File: config.mk
export PLATFORM = sky130hd
export DESIGN_NAME = wb_interconnect_arb_nxn
export DESIGN_NICKNAME = d
export VERILOG_FILES = /design/src/rtl/wb_interconnect_arb_nxn.sv
export SDC_FILE = /design/constraint.sdc
export NUM_CORES = 1
export LEC_CHECK = 0
export CORE_AREA = 2 2 165 167
export DETAILED_ROUTE_END_ITERATION = 8
export DIE_AREA = 0 0 167 169
export PLACE_DENSITY = 0.49
export SLEW_MARGIN = 20
export SYNTH_ARGS = -nofsm -noshare
export SYNTH_HDL_FRONTEND = slang
export SYNTH_SLANG_ARGS = --single-unit
export TNS_END_PERCENT = 10
File: constraint.sdc
create_clock -name clk -period 2.4 [get_ports clk]
set_clock_uncertainty 0.2 [all_clocks]
set_input_delay 0.48 -clock clk [delete_from_list [all_inputs] [get_ports clk]]
set_output_delay 0.48 -clock clk [all_outputs]
set_load 0.005 [all_outputs]
File: src/rtl/wb_interconnect_arb_nxn.sv
// Registered-arbitration Wishbone N x M interconnect.
//
// Connects N_INITIATORS classic-cycle Wishbone initiators to N_TARGETS
// targets. Each target owns an arbiter (fixed priority or round-robin).
// The arbiter locks its grant for the whole cyc period of the winning
// initiator. Unmatched strobes are answered by a built-in decode-error
// responder. An optional per-target watchdog ends stalled cycles with err.
//
// Ports (initiator signals packed per initiator j, target signals packed
// per target i):
//   clk, rst                            clock, synchronous active-low reset
//   adr, dat_w, cyc, stb, we, sel       initiator requests (in)
//   dat_r, ack, err                     initiator responses (out)
//   tadr, tdat_w, tcyc, tstb, twe, tsel target requests (out)
//   tdat_r, tack, terr                  target responses (in)
module wb_interconnect_arb_nxn #(
    parameter int unsigned WB_ADDR_WIDTH  = 32,
    parameter int unsigned WB_DATA_WIDTH  = 32,
    parameter int unsigned N_INITIATORS   = 2,
    parameter int unsigned N_TARGETS      = 2,
    parameter logic [WB_ADDR_WIDTH*N_TARGETS-1:0] T_ADR      = {32'h2000_0000, 32'h1000_0000},
    parameter logic [WB_ADDR_WIDTH*N_TARGETS-1:0] T_ADR_MASK = {32'hF000_0000, 32'hF000_0000},
    parameter int unsigned ARB_MODE       = 1,
    parameter int unsigned TIMEOUT_CYCLES = 0
) (
    input  logic                                        clk,
    input  logic                                        rst,
    input  logic [N_INITIATORS*WB_ADDR_WIDTH-1:0]       adr,
    input  logic [N_INITIATORS*WB_DATA_WIDTH-1:0]       dat_w,
    output logic [N_INITIATORS*WB_DATA_WIDTH-1:0]       dat_r,
    input  logic [N_INITIATORS-1:0]                     cyc,
    input  logic [N_INITIATORS-1:0]                     stb,
    input  logic [N_INITIATORS-1:0]                     we,
    input  logic [N_INITIATORS*(WB_DATA_WIDTH/8)-1:0]   sel,
    output logic [N_INITIATORS-1:0]                     ack,
    output logic [N_INITIATORS-1:0]                     err,
    output logic [N_TARGETS*WB_ADDR_WIDTH-1:0]          tadr,
    output logic [N_TARGETS*WB_DATA_WIDTH-1:0]          tdat_w,
    output logic [N_TARGETS-1:0]                        tcyc,
    output logic [N_TARGETS-1:0]                        tstb,
    output logic [N_TARGETS-1:0]                        twe,
    output logic [N_TARGETS*(WB_DATA_WIDTH/8)-1:0]      tsel,
    input  logic [N_TARGETS*WB_DATA_WIDTH-1:0]          tdat_r,
    input  logic [N_TARGETS-1:0]                        tack,
    input  logic [N_TARGETS-1:0]                        terr
);

    localparam int unsigned AW   = WB_ADDR_WIDTH;
    localparam int unsigned DW   = WB_DATA_WIDTH;
    localparam int unsigned SW   = WB_DATA_WIDTH / 8;
    localparam int unsigned NI   = N_INITIATORS;
    localparam int unsigned NT   = N_TARGETS;
    localparam int unsigned ID_W = (NI > 1) ? $clog2(NI) : 1;
    localparam int unsigned WD_W = (TIMEOUT_CYCLES > 0) ? $clog2(TIMEOUT_CYCLES + 1) : 1;

    typedef enum logic {IDLE, BUSY} state_t;

    logic [NI*NT-1:0]   hit;      // hit[j*NT+i]: initiator j decodes to target i
    logic [NI-1:0]      any_hit;
    logic [NI-1:0]      derr_q;
    logic [NT-1:0]      busy_vec;
    logic [NT*ID_W-1:0] gnt_vec;
    logic [NT-1:0]      wd_err;

    // Address decode; on overlapping ranges the lowest target index wins,
    // so each initiator hits at most one target.
    always_comb begin
        hit     = '0;
        any_hit = '0;
        for (int unsigned j = 0; j < NI; j++) begin
            for (int unsigned i = 0; i < NT; i++) begin
                if (!any_hit[j] &&
                    ((adr[j*AW +: AW] & T_ADR_MASK[i*AW +: AW]) == T_ADR[i*AW +: AW])) begin
                    hit[j*NT + i] = 1'b1;
                    any_hit[j]    = 1'b1;
                end
            end
        end
    end

    // Decode-error responder: the ~derr_q term makes a held strobe see err
    // every second cycle.
    always_ff @(posedge clk) begin
        if (!rst) derr_q <= '0;
        else      derr_q <= cyc & stb & ~any_hit & ~derr_q;
    end

    for (genvar gi = 0; gi < NT; gi++) begin : g_tgt
        state_t          state_q, state_d;
        logic [ID_W-1:0] gnt_q, gnt_d, last_q, last_d, winner;
        logic [NI-1:0]   req;
        logic            won;
        logic [AW-1:0]   g_adr;
        logic [DW-1:0]   g_dat;
        logic [SW-1:0]   g_sel;
        logic            g_we, g_cyc, g_stb, g_hit;
        logic            busy, t_stb;

        always_comb begin
            req = '0;
            for (int unsigned j = 0; j < NI; j++) begin
                req[j] = cyc[j] & stb[j] & hit[j*NT + gi];
            end
        end

        // Round-robin scans the indices above last_q first, then wraps to
        // the bottom; that is the same as a modulo scan from last_q+1.
        always_comb begin
            winner = '0;
            won    = 1'b0;
            if (ARB_MODE == 0) begin
                for (int unsigned j = 0; j < NI; j++) begin
                    if (!won && req[j]) begin
                        winner = ID_W'(j);
                        won    = 1'b1;
                    end
                end
            end else begin
                for (int unsigned j = 0; j < NI; j++) begin
                    if (!won && req[j] && (ID_W'(j) > last_q)) begin
                        winner = ID_W'(j);
                        won    = 1'b1;
                    end
                end
                for (int unsigned j = 0; j < NI; j++) begin
                    if (!won && req[j]) begin
                        winner = ID_W'(j);
                        won    = 1'b1;
                    end
                end
            end
        end

        // Select the signals of the granted initiator.
        always_comb begin
            g_adr = '0;
            g_dat = '0;
            g_sel = '0;
            g_we  = 1'b0;
            g_cyc = 1'b0;
            g_stb = 1'b0;
            g_hit = 1'b0;
            for (int unsigned j = 0; j < NI; j++) begin
                if (gnt_q == ID_W'(j)) begin
                    g_adr = adr[j*AW +: AW];
                    g_dat = dat_w[j*DW +: DW];
                    g_sel = sel[j*SW +: SW];
                    g_we  = we[j];
                    g_cyc = cyc[j];
                    g_stb = stb[j];
                    g_hit = hit[j*NT + gi];
                end
            end
        end

        always_comb begin
            state_d = state_q;
            gnt_d   = gnt_q;
            last_d  = last_q;
            case (state_q)
                IDLE: begin
                    if (|req) begin
                        state_d = BUSY;
                        gnt_d   = winner;
                        last_d  = winner;
                    end
                end
                BUSY: begin
                    if (!g_cyc) state_d = IDLE;
                end
                default: state_d = IDLE;
            endcase
        end

        always_ff @(posedge clk) begin
            if (!rst) begin
                state_q <= IDLE;
                gnt_q   <= '0;
                last_q  <= ID_W'(NI - 1);
            end else begin
                state_q <= state_d;
                gnt_q   <= gnt_d;
                last_q  <= last_d;
            end
        end

        assign busy  = (state_q == BUSY);
        // Strobe is forwarded only while the locked owner still decodes here.
        assign t_stb = busy & g_stb & g_hit;

        assign tadr[gi*AW +: AW]   = busy ? g_adr : '0;
        assign tdat_w[gi*DW +: DW] = busy ? g_dat : '0;
        assign tsel[gi*SW +: SW]   = busy ? g_sel : '0;
        assign twe[gi]             = busy & g_we;
        assign tcyc[gi]            = busy & g_cyc;
        assign tstb[gi]            = t_stb;

        assign busy_vec[gi]             = busy;
        assign gnt_vec[gi*ID_W +: ID_W] = gnt_q;

        if (TIMEOUT_CYCLES > 0) begin : g_wd
            logic [WD_W-1:0] wd_cnt;

            assign wd_err[gi] = (wd_cnt == WD_W'(TIMEOUT_CYCLES)) & t_stb;

            always_ff @(posedge clk) begin
                if (!rst || !busy || !g_cyc || !t_stb || tack[gi] || terr[gi] || wd_err[gi])
                    wd_cnt <= '0;
                else
                    wd_cnt <= wd_cnt + WD_W'(1);
            end
        end else begin : g_no_wd
            assign wd_err[gi] = 1'b0;
        end
    end

    // Return path: an initiator gets responses only from targets that
    // currently grant it.
    always_comb begin
        dat_r = '0;
        ack   = '0;
        err   = '0;
        for (int unsigned j = 0; j < NI; j++) begin
            for (int unsigned i = 0; i < NT; i++) begin
                if (busy_vec[i] && (gnt_vec[i*ID_W +: ID_W] == ID_W'(j))) begin
                    dat_r[j*DW +: DW] = dat_r[j*DW +: DW] | tdat_r[i*DW +: DW];
                    ack[j]            = ack[j] | tack[i];
                    err[j]            = err[j] | terr[i] | wd_err[i];
                end
            end
            err[j] = err[j] | derr_q[j];
        end
    end

endmodule

==> metrics.md, run 1 <==
| Metric | Value |
|---|---|
| Status | finished with violations |
| Failing checks | negative setup slack |
| CTS max path bufs | 2 |
| Cell Pwr Density | between 100 and 150 nW/um^2 |
| Congestion Overflow GR | 0 |
| Worst hold path class | flop to flop |
| RSZ-0062 raised after global routing | true |
| Port Buffer Count | 421 |
| Adder-Cell Fraction of Synth Area | 0% |
| Hold buffers post-CTS | 0 |
| Share of post-route cells with drive strength above 1 | 10.2% |
| Startpoint types | input pin |
| Clock Tree Root | clkbuf_16 |
| Worst-skew pair later-pin latency | 0.23 ns |
| First-pass GRT wire length | 33500 um |
| Setup CP Type | input pin to output port |
| FMAX | 409 MHz |
| Worst-Margin Slew | 0.347 ns |
| Vias in the first global route | 5397 |
| Fillers | 2823 |
| Post-Synthesis Cells | 449 |
| P_leak | 4.85 nW |
| Reg area | between 150 and 200 um^2 |
| Syn avg cell area | 7.96 um^2 |
| DRC violations left | 0 |
| Fin util | 34.0% |
| I/O pin count | 422 |
| Post-Syn Nets | 661 |
| Final nets | roughly 1100 |
| Dpl ws | -1.10 ns |
| Num CTS Buffers | 3 |
| Register area share after synthesis | 4.48% |
| Crit end category | output port |
| Core box area | 26500 um^2 |
| CTS tree | built |
| Post-Synth XOR/XNOR Area | 0% |
| Tot Pwr | 1.15 mW |
| # clock sinks | 8 |
| Detail Route Antenna Nets | 0 |
| DR WL/cell | approximately 19 um |
| GR peak layer | met2 |
| Largest family of logic cells by synthesized area | multiplexers |
| Die width | roughly 170 um |
| GRT Overall Usage | 15.2% |
| Std cell rows | 60 |
| M2 GR Usage | between 30% and 40% |
| Clock slew at reported path FFs | 0.04 ns |
| Hold Vio Cnt, Final | 0 |
| GP Congestion | 0.806 |
| Largest net degree at the start of global routing | 73 |
| Yosys warning total | 0 |
| Min Tclk post-route | 2.45 ns |
| Initial antenna violation count | 2 |
| Final Setup Violations | 3 |
| Layout area overhead | 152% |
| Critical Path Fanout Max | 3 |
| Post-DP HPWL | 18400 um |
| Max-slew violations | 0 |
| Post-Synth Simple-Gate Area | 30.0% |
| Chip Height | 169 um |
| Setup TNS | -0.0655 ns |
| Die ar. | 28200 um^2 |
| Initial core utilization | 13.5% |
| Distinct cells, synth | 34 |
| Initial detailed-routing violation count | 135 |
| WL final | 23300 um |
| Final WS setup | -0.0474 ns |
| TritonRoute pass-1 iters | 4 |
| Worst rel slew slack | between 70% and 80% |
| Via count | between 5000 and 6000 |
| Grt met3 use | 3.67% |
| Max_cap viols | 0 |
| Mux contribution to synthesized area | 39.2% |
| Compound-Gate Fraction of Synth Area | 19.6% |
| Met1 Usage GRT | 16.3% |
| Maximum vdd drop | 0.000148 V |
| Area of the multi-input gates | 3290 um^2 |
| H-tree lvl count | 1 |
| Seq cells post-synth | 8 |
| Post-Syn Area | 3570 um^2 |
| Vias per std cell | 4.27 |
| Final Cycle Share | 102% |
| Worst endpoint required time | 1.72 ns |
| Crit path DAT | about 1.8 ns |
worst max-delay path, stage by stage:
cell,delay [ns]
buf_8,0.11
or3b_4,0.39
or3_4,0.42
a21boi_4,0.21
buf_2,0.15
cells in the final DEF, fill, tap and decap left out, types with 7 or more instances in the layout:
master             n
a22o_1            64
clkdlybuf4s50_1  253
dlymetal6s2s_1    86
mux2i_1          134
dlygate4sd2_1     76
nor2b_1          140
buf_6              7
buf_4             34
buf_12            10
power by group:
| group | switching [mW] | leakage [nW] | internal, mW |
|---|---|---|---|
| Clock | 0.0596 | 0.0370 | 0.214 |
| Combinational | 0.254 | 4.74 | 0.485 |
| Sequential | 0.00533 | 0.0681 | 0.133 |
| Total | 0.318 | 4.85 | 0.833 |
Yosys cell counts, drive strengths merged:
library cell / number / area share, %
o311ai: 3 / 0.74
buf: 26 / 3.8
and2: 3 / 0.53
inv: 3 / 0.32
nand4bb: 2 / 0.63
or3: 2 / 0.35
nand4b: 2 / 0.49
nand2: 1 / 0.10
nor2b: 142 / 25
a21oi: 2 / 0.28
nand2b: 2 / 0.35
a221o: 2 / 0.56
o31a: 2 / 0.49
and3b: 1 / 0.25
or3b: 1 / 0.32
o31ai: 2 / 0.42
nor4: 1 / 0.18
nand3: 2 / 0.28
nor4b: 3 / 1.1
clkbuf: 24 / 2.6
and3: 1 / 0.18
nor3: 2 / 0.28
a211oi: 1 / 0.21
o211ai: 1 / 0.21
o21ai: 1 / 0.14
a22o: 66 / 16
nor2: 1 / 0.10
dfxtp: 8 / 4.5
mux2i: 140 / 39
a21boi: 2 / 0.42
layer usage:
layer / vias to the layer above / share of wire (%)
met5: - / 0
met4: 0 / 0.70
met3: 8 / 7.5
met2: 278 / 55
met1: 2431 / 37
li1: 2508 / -
area by class of cell:
class / instances / area share [%]
Antenna cell: 2 / 0.0556
Multi-Input combinational cell: 388 / 36.5
Timing Repair Buffer: 479 / 55.8
Inverter: 3 / 0.125
Tap cell: 341 / 4.74
Clock buffer: 3 / 0.833
Sequential cell: 8 / 1.94
logic make-up after synthesis:
group	Yosys count
buffers and inverters	53
muxes	140
AOI/OAI and AO/OA	82
and+or+nand+nor	166
DFF	8
what timing repair did:
item	CTS	global route
endpoints found under the setup margin	144	127
pin swaps	7	10
gates resized for setup	121	106
gates cloned	3	1
buffers inserted	9	10
per-stage QoR:
step	hold WS (ns)	cell area (um^2)	std cells
6_report	0.301	9010	1224
5_1_grt	0.314	9010	1224
4_1_cts	0.293	8650	1213
3_5_place_dp	0.290	8410	1199
3_3_place_gp	0.283	8410	1199
2_1_floorplan	0.198	3570	449
path summary, 6_finish.rpt:
| check | from | endpoint | slack (ns) | cells past startpoint |
|---|---|---|---|---|
| min reg2reg | g_tgt[0].last_q$_SDFFE_PN1P_ | g_tgt[0].last_q$_SDFFE_PN1P_ | 0.30 | 1 |
| min | g_tgt[0].last_q$_SDFFE_PN1P_ | g_tgt[0].last_q$_SDFFE_PN1P_ | 0.30 | 1 |
| max | adr[31] | tstb[1] | -0.05 | 5 |
| max reg2reg | g_tgt[1].gnt_q$_SDFFE_PN0P_ | g_tgt[1].busy$_SDFF_PN0_ | 0.68 | 5 |
registers in the layout (all words and copies together), names as in the netlist:
register,cells
g_tgt.busy,2
g_tgt.gnt_q,2
g_tgt.last_q,2
derr_q,2
No activity file was read; power rests on OpenSTA's default activity.
==> inputs of run 2 (changes only) <==
--- a/config.mk
+++ b/config.mk
@@ -8,7 +8,9 @@
 export CORE_AREA = 2 2 165 167
 export DETAILED_ROUTE_END_ITERATION = 8
 export DIE_AREA = 0 0 167 169
-export PLACE_DENSITY = 0.49
+export GPL_TIMING_DRIVEN = 0
+export HOLD_SLACK_MARGIN = 0.1
+export PLACE_DENSITY = 0.51
 export SLEW_MARGIN = 20
 export SYNTH_ARGS = -nofsm -noshare
 export SYNTH_HDL_FRONTEND = slang
==> run 2 against run 1 <==
Compared with the run above:
- the flow still finishes with violations (negative setup slack)
- sequential power hardly changed
- routed wire length is 3.6% higher
- design area is 1.3% higher
- critical path depth stayed put
- via count is 0.82% higher
- total power is 0.74% higher
- die area stayed put
- flip-flop and latch count stayed put
- combinational power hardly changed
- critical path type is now flop to output port
==> metrics.md, run 2 (synthesis results as in run 1) <==
| Metric | Value |
|---|---|
| # clock sinks | 8 (unchanged) |
| First-pass GRT wire length | 35000 um (was 33500 um) |
| Worst hold path class | flop to flop (unchanged) |
| GRT Overall Usage | 16.0% (was 15.2%) |
| Worst-skew pair later-pin latency | 0.23 ns (about the same) |
| Failing checks | negative setup slack (unchanged) |
| Crit path DAT | 1.77 ns (about the same) |
| Fillers | 2798 (was 2823) |
| Share of post-route cells with drive strength above 1 | 13.2% (was 10.2%) |
| CTS tree | built (unchanged) |
| Final nets | 1109 (was 1095) |
| Via count | 5268 (was 5225) |
| Num CTS Buffers | 3 (unchanged) |
| Area of the multi-input gates | 3270 um^2 (was 3290 um^2) |
| Final Cycle Share | 102% (about the same) |
| Crit path max-delay family | buffers and inverters (was simple AND/OR/NAND/NOR gates) |
| CTS max path bufs | 2 (unchanged) |
| Critical R2R Launch | g_tgt[1].gnt_q$_SDFFE_PN0P_ (unchanged) |
| Clock slew at reported path FFs | 0.04 ns (about the same) |
| Max-slew violations | 0 (unchanged) |
| Area after DPL | 8210 um^2 (was 8410 um^2) |
| Worst-Margin Slew | 0.356 ns (was 0.347 ns) |
| Status | finished with violations (unchanged) |
| Max_cap viols | 0 (unchanged) |
| Hold path endpoint | g_tgt[0].last_q$_SDFFE_PN1P_ (unchanged) |
| Worst R2R Path Depth | 4 (was 5) |
| Crit end category | output port (unchanged) |
| Initial core utilization | 13.5% (unchanged) |
| H-tree lvl count | 1 (unchanged) |
| Min Tclk post-route | 2.45 ns (about the same) |
| TritonRoute pass-1 iters | 4 (unchanged) |
| Largest net degree at the start of global routing | 11 (was 73) |
| Vias per std cell | 4.26 (was 4.27) |
| Crit path buf inv count | 3 (was 2) |
| Detail Route Antenna Nets | 0 (unchanged) |
| Largest stage delay on the critical path | 0.53 ns (was 0.42 ns) |
| Chip Height | 169 um (unchanged) |
| Worst rel slew slack | 76.3% (was 76.5%) |
| Final WS setup | -0.0458 ns (was -0.0474 ns) |
| Initial antenna violation count | 2 (unchanged) |
| Worst endpoint required time | 1.72 ns (about the same) |
| Reg area | 175 um^2 (unchanged) |
| Core box area | 26500 um^2 (unchanged) |
| WHS Path Cells | 1 (unchanged) |
| DRC violations left | 0 (unchanged) |
| Std cell rows | 60 (unchanged) |
| Stages on worst setup path | 5 (unchanged) |
| I/O pin count | 422 (unchanged) |
| Final Setup Violations | 3 (unchanged) |
| Crit-path cells | buf_12, buf_6, mux2i_1, nor2b_2, clkdlybuf4s50_1 (was buf_8, or3b_4, or3_4, a21boi_4, buf_2) |
| Maximum vdd drop | 0.000178 V (was 0.000148 V) |
| Die ar. | 28200 um^2 (unchanged) |
| R2r setup slk | 0.87 ns (was 0.68 ns) |
| Clock Tree Root | clkbuf_16 (unchanged) |
| Vias in the first global route | 5632 (was 5397) |
| Commonest non-fill, non-tap cell in the layout | clkdlybuf4s50_1 (unchanged) |
| Setup TNS | -0.0890 ns (was -0.0655 ns) |
| Die width | 167 um (unchanged) |
| Setup CP Type | flop to output port (was input pin to output port) |
| Critical Path Fanout Max | 10 (was 3) |
| Startpoint types | flop (was input pin) |
| Reg-to-reg endpoint | g_tgt[1].busy$_SDFF_PN0_ (unchanged) |
| Cell Pwr Density | 127 nW/um^2 (was 128 nW/um^2) |
| DR WL/cell | 19.5 um (was 19.1 um) |
| Port Buffer Count | 421 (unchanged) |
| Hold Vio Cnt, Final | 0 (unchanged) |
| RSZ-0062 raised after global routing | true (unchanged) |
| Design area | 9130 um^2 (was 9010 um^2) |
| Commonest non-fill, non-tap cells in the layout | clkdlybuf4s50_1 (277), mux2i_1 (137), nor2b_1 (136) (was clkdlybuf4s50_1 (253), nor2b_1 (140), mux2i_1 (134)) |
| Critical-path top delay cell | clkdlybuf4s50_1 (was or3_4) |
| Layout area overhead | 155% (was 152%) |
| GP Congestion | 0.784 (was 0.806) |
| Beginning of the worst hold path | g_tgt[0].last_q$_SDFFE_PN1P_ (unchanged) |
| Initial detailed-routing violation count | 178 (was 135) |
| Congestion Overflow GR | 0 (unchanged) |
| FMAX | 409 MHz (about the same) |
| WL final | 24200 um (was 23300 um) |
| P_leak | 4.18 nW (was 4.85 nW) |
| Post-DP HPWL | 19600 um (was 18400 um) |
-- run 2: through the flow --
stage          total power [mW]  utilization [%]  setup WS [ns]  hold slack, ns  instances
2_1_floorplan             0.317                -          0.256           0.198        449
3_3_place_gp              0.853             31.0         -0.963           0.285       1211
3_5_place_dp              0.856             31.0         -0.987           0.286       1211
4_1_cts                    1.17             33.6         -0.181           0.292       1232
5_1_grt                    1.23             34.4         -0.107           0.331       1238
6_report                   1.16             34.4        -0.0458           0.289       1238
-- run 2: layout make-up --
class                   instances  area share [%]
diodes                          2          0.0548
plain buffers                  48            6.99
clock buffers                   3           0.822
inverters                       3           0.123
multi-input cells             388            35.8
flip-flops and latches          8            1.92
well taps                     341            4.67
repair buffers                445            49.6
-- run 2: worst max path at each step --
stage / from / endpoint / slack [ns]
6_report: g_tgt[0].gnt_q$_SDFFE_PN0P_ / tdat_w[15] / -0.05
5_1_grt: g_tgt[0].gnt_q$_SDFFE_PN0P_ / tadr[31] / -0.11
2_1_floorplan: adr[30] / tstb[1] / 0.26
3_5_place_dp: adr[31] / tstb[1] / -0.99
4_1_cts: g_tgt[1].busy$_SDFF_PN0_ / dat_r[46] / -0.18
3_3_place_gp: adr[30] / tstb[1] / -0.96
-- run 2: layer usage --
metal  global-route usage (%)  vias up  part of all wire, %
li1                         -     2545                    -
met1                     17.0     2441                   37
met2                     32.4      268                   55
met3                     4.07       14                  7.4
met4                     1.69        0                 0.96
met5                        0        -                    0
-- run 2: worst reg2reg max path, delay by kind of cell, from the launching register on --
kind	cells	cell delay, ns
compound gates	1	0.29
buf+inv	1	0.29
flops	1	0.38
mux	1	0.18
simple gates	1	0.08
-- run 2: where the power goes --
part	switching (mW)	internal [mW]	total, mW
Combinational	0.252	0.487	0.738
Clock	0.0689	0.215	0.284
Sequential	0.00422	0.133	0.137
-- run 2: what timing repair did --
action	4_1_cts	5_1_grt
hold buffers	0	0
pin swaps	10	4
buffers inserted	10	5
endpoints found under the setup margin	210	147
hold endpoints to repair	0	0
gates resized for setup	278	115
gates cloned	9	0
==> RTL edit, RTL diff (settings of run 1) <==
Set the parameter `ARB_MODE` to 0 (it was 1).
--- a/src/rtl/wb_interconnect_arb_nxn.sv
+++ b/src/rtl/wb_interconnect_arb_nxn.sv
@@ -20,7 +20,7 @@
     parameter int unsigned N_TARGETS      = 2,
     parameter logic [WB_ADDR_WIDTH*N_TARGETS-1:0] T_ADR      = {32'h2000_0000, 32'h1000_0000},
     parameter logic [WB_ADDR_WIDTH*N_TARGETS-1:0] T_ADR_MASK = {32'hF000_0000, 32'hF000_0000},
-    parameter int unsigned ARB_MODE       = 1,
+    parameter int unsigned ARB_MODE       = 0,
     parameter int unsigned TIMEOUT_CYCLES = 0
 ) (
     input  logic                                        clk,
Function: changed (a bounded check fails within 4 cycles, from zero or initial values and one cycle with rst low).
==> RTL edit against run 1 <==
The run still ends with negative setup slack left. Power shrank 7.5%. Setup slack gained 0.032 ns. Critical path type is now flip-flop to primary output. Global-route usage shrank 0.85 points. Register-to-register slack gained 0.04 ns. Sequential cell count shrank 2. Area after synthesis shrank 3.7%. Synthesized cell count shrank 2.9%. Design area shrank 1.7%. Wire length shrank 5.0%. Sequential power shrank 26%.
==> RTL edit: results (changes against run 1) <==
| Metric | Value |
|---|---|
| Slowest stage delay, CP | 0.44 ns (was 0.42 ns) |
| Least-Margin Pin Slew | 0.261 ns (was 0.347 ns) |
| Cells after Synth | 436 (was 449) |
| Delay-heaviest family, CP | buffers and inverters (was simple AND/OR/NAND/NOR gates) |
| Max IR drop VDD | 0.152 mV (was 0.148 mV) |
| Post-detail-place hpwl | 17.7 mm (was 18.4 mm) |
| Met2 Usage GRT | 0.278 (was 0.305) |
| Vias | 4987 (was 5225) |
| Cell Area, Placed | 0.00832 sq mm (was 0.00841 sq mm) |
| Critical path fanouts, max | 17 (was 3) |
| Number of distinct library cells after synthesis | 21 (was 34) |
| Synth top area cells | mux2i_1 (41%), nor2b_1 (26%), a22o_1 (17%), dfxtp_1 (3.5%), clkbuf_1 (3.3%) (was mux2i_1 (39%), nor2b_1 (25%), a22o_1 (16%), dfxtp_1 (4.5%), buf_2 (3.4%)) |
| Commonest cells in the netlist | nor2b_1 (142), mux2i_1 (140), a22o_1 (66) (unchanged) |
| Met1 global-route usage | 0.156 (was 0.163) |
| Final setup fails | 3 (unchanged) |
| First-pass GRT wire length | 31.7 mm (was 33.5 mm) |
| Post-CTS Setup Repair Bufs | 4 (was 9) |
| Hold Path End | derr_q[1] (was g_tgt[0].last_q) |
| Mux contribution to synthesized area | 0.407 (was 0.392) |
| Number of global-route vias before repair | 5095 (was 5397) |
| Routed met1 length | 8.33 mm (was 8.66 mm) |
| Hold_sp | derr_q[1] (was g_tgt[0].last_q) |
| GRT Total Usage | 0.144 (was 0.152) |
| Status | complete, but fails checks (unchanged) |
| WHS | 0.339 ns (was 0.301 ns) |
| CTS resizes | 68 (was 121) |
| R2r setup slk | 0.72 ns (was 0.68 ns) |
| Failing checks | negative setup slack (unchanged) |
| Synthesized net count | 648 (was 661) |
| WL final | 22.2 mm (was 23.3 mm) |
| Hold path cells | 2 (was 1) |
| End of the critical path | dat_r[33] (was tstb[1]) |
| Layout cells sized above 1 | 0.0911 (was 0.102) |
| Met3 WL post-DR | 1.77 mm (was 1.74 mm) |
| Final WS setup | -0.0155 ns (was -0.0474 ns) |
| Nets@finish | 1070 (was 1095) |
| Met3 GRT Util | 0.0407 (was 0.0367) |
| Worst Path Arrival | 1.74 ns (was 1.77 ns) |
| Gpl congestion | 0.755 (was 0.806) |
| Seq/Total Area, Yosys | 0.0349 (was 0.0448) |
-- RTL edit: cell type report --
type                    count  share of cell area
clock buffers               3             0.00848
repair buffers            467               0.564
flip-flops and latches      6              0.0150
diodes                      4             0.00113
multi-input cells         380               0.363
well taps                 341              0.0482
-- RTL edit: through the flow --
stage / worst slack, ns / TNS, ns / power [uW]
2_1_floorplan: 0.466 / 0 / 265
5_1_grt: -0.0851 / -2.69 / 1130
3_5_place_dp: -1.11 / -4.06 / 791
3_3_place_gp: -1.17 / -4.06 / 786
6_report: -0.0155 / -0.0229 / 1060
4_1_cts: -0.0253 / -0.160 / 1080
-- RTL edit: report_power, final --
part | leakage, uW | internal (uW) | switching (uW)
combinational | 0.00446 | 464 | 227
clock | 0.0000370 | 214 | 56.4
sequential | 0.0000516 | 100 | 3.27
-- RTL edit: worst min-delay path, stage by stage (launching register included) --
cell and delay, ns:
dfxtp_1 0.34, nand2b_1 0.11, nor4_1 0.04
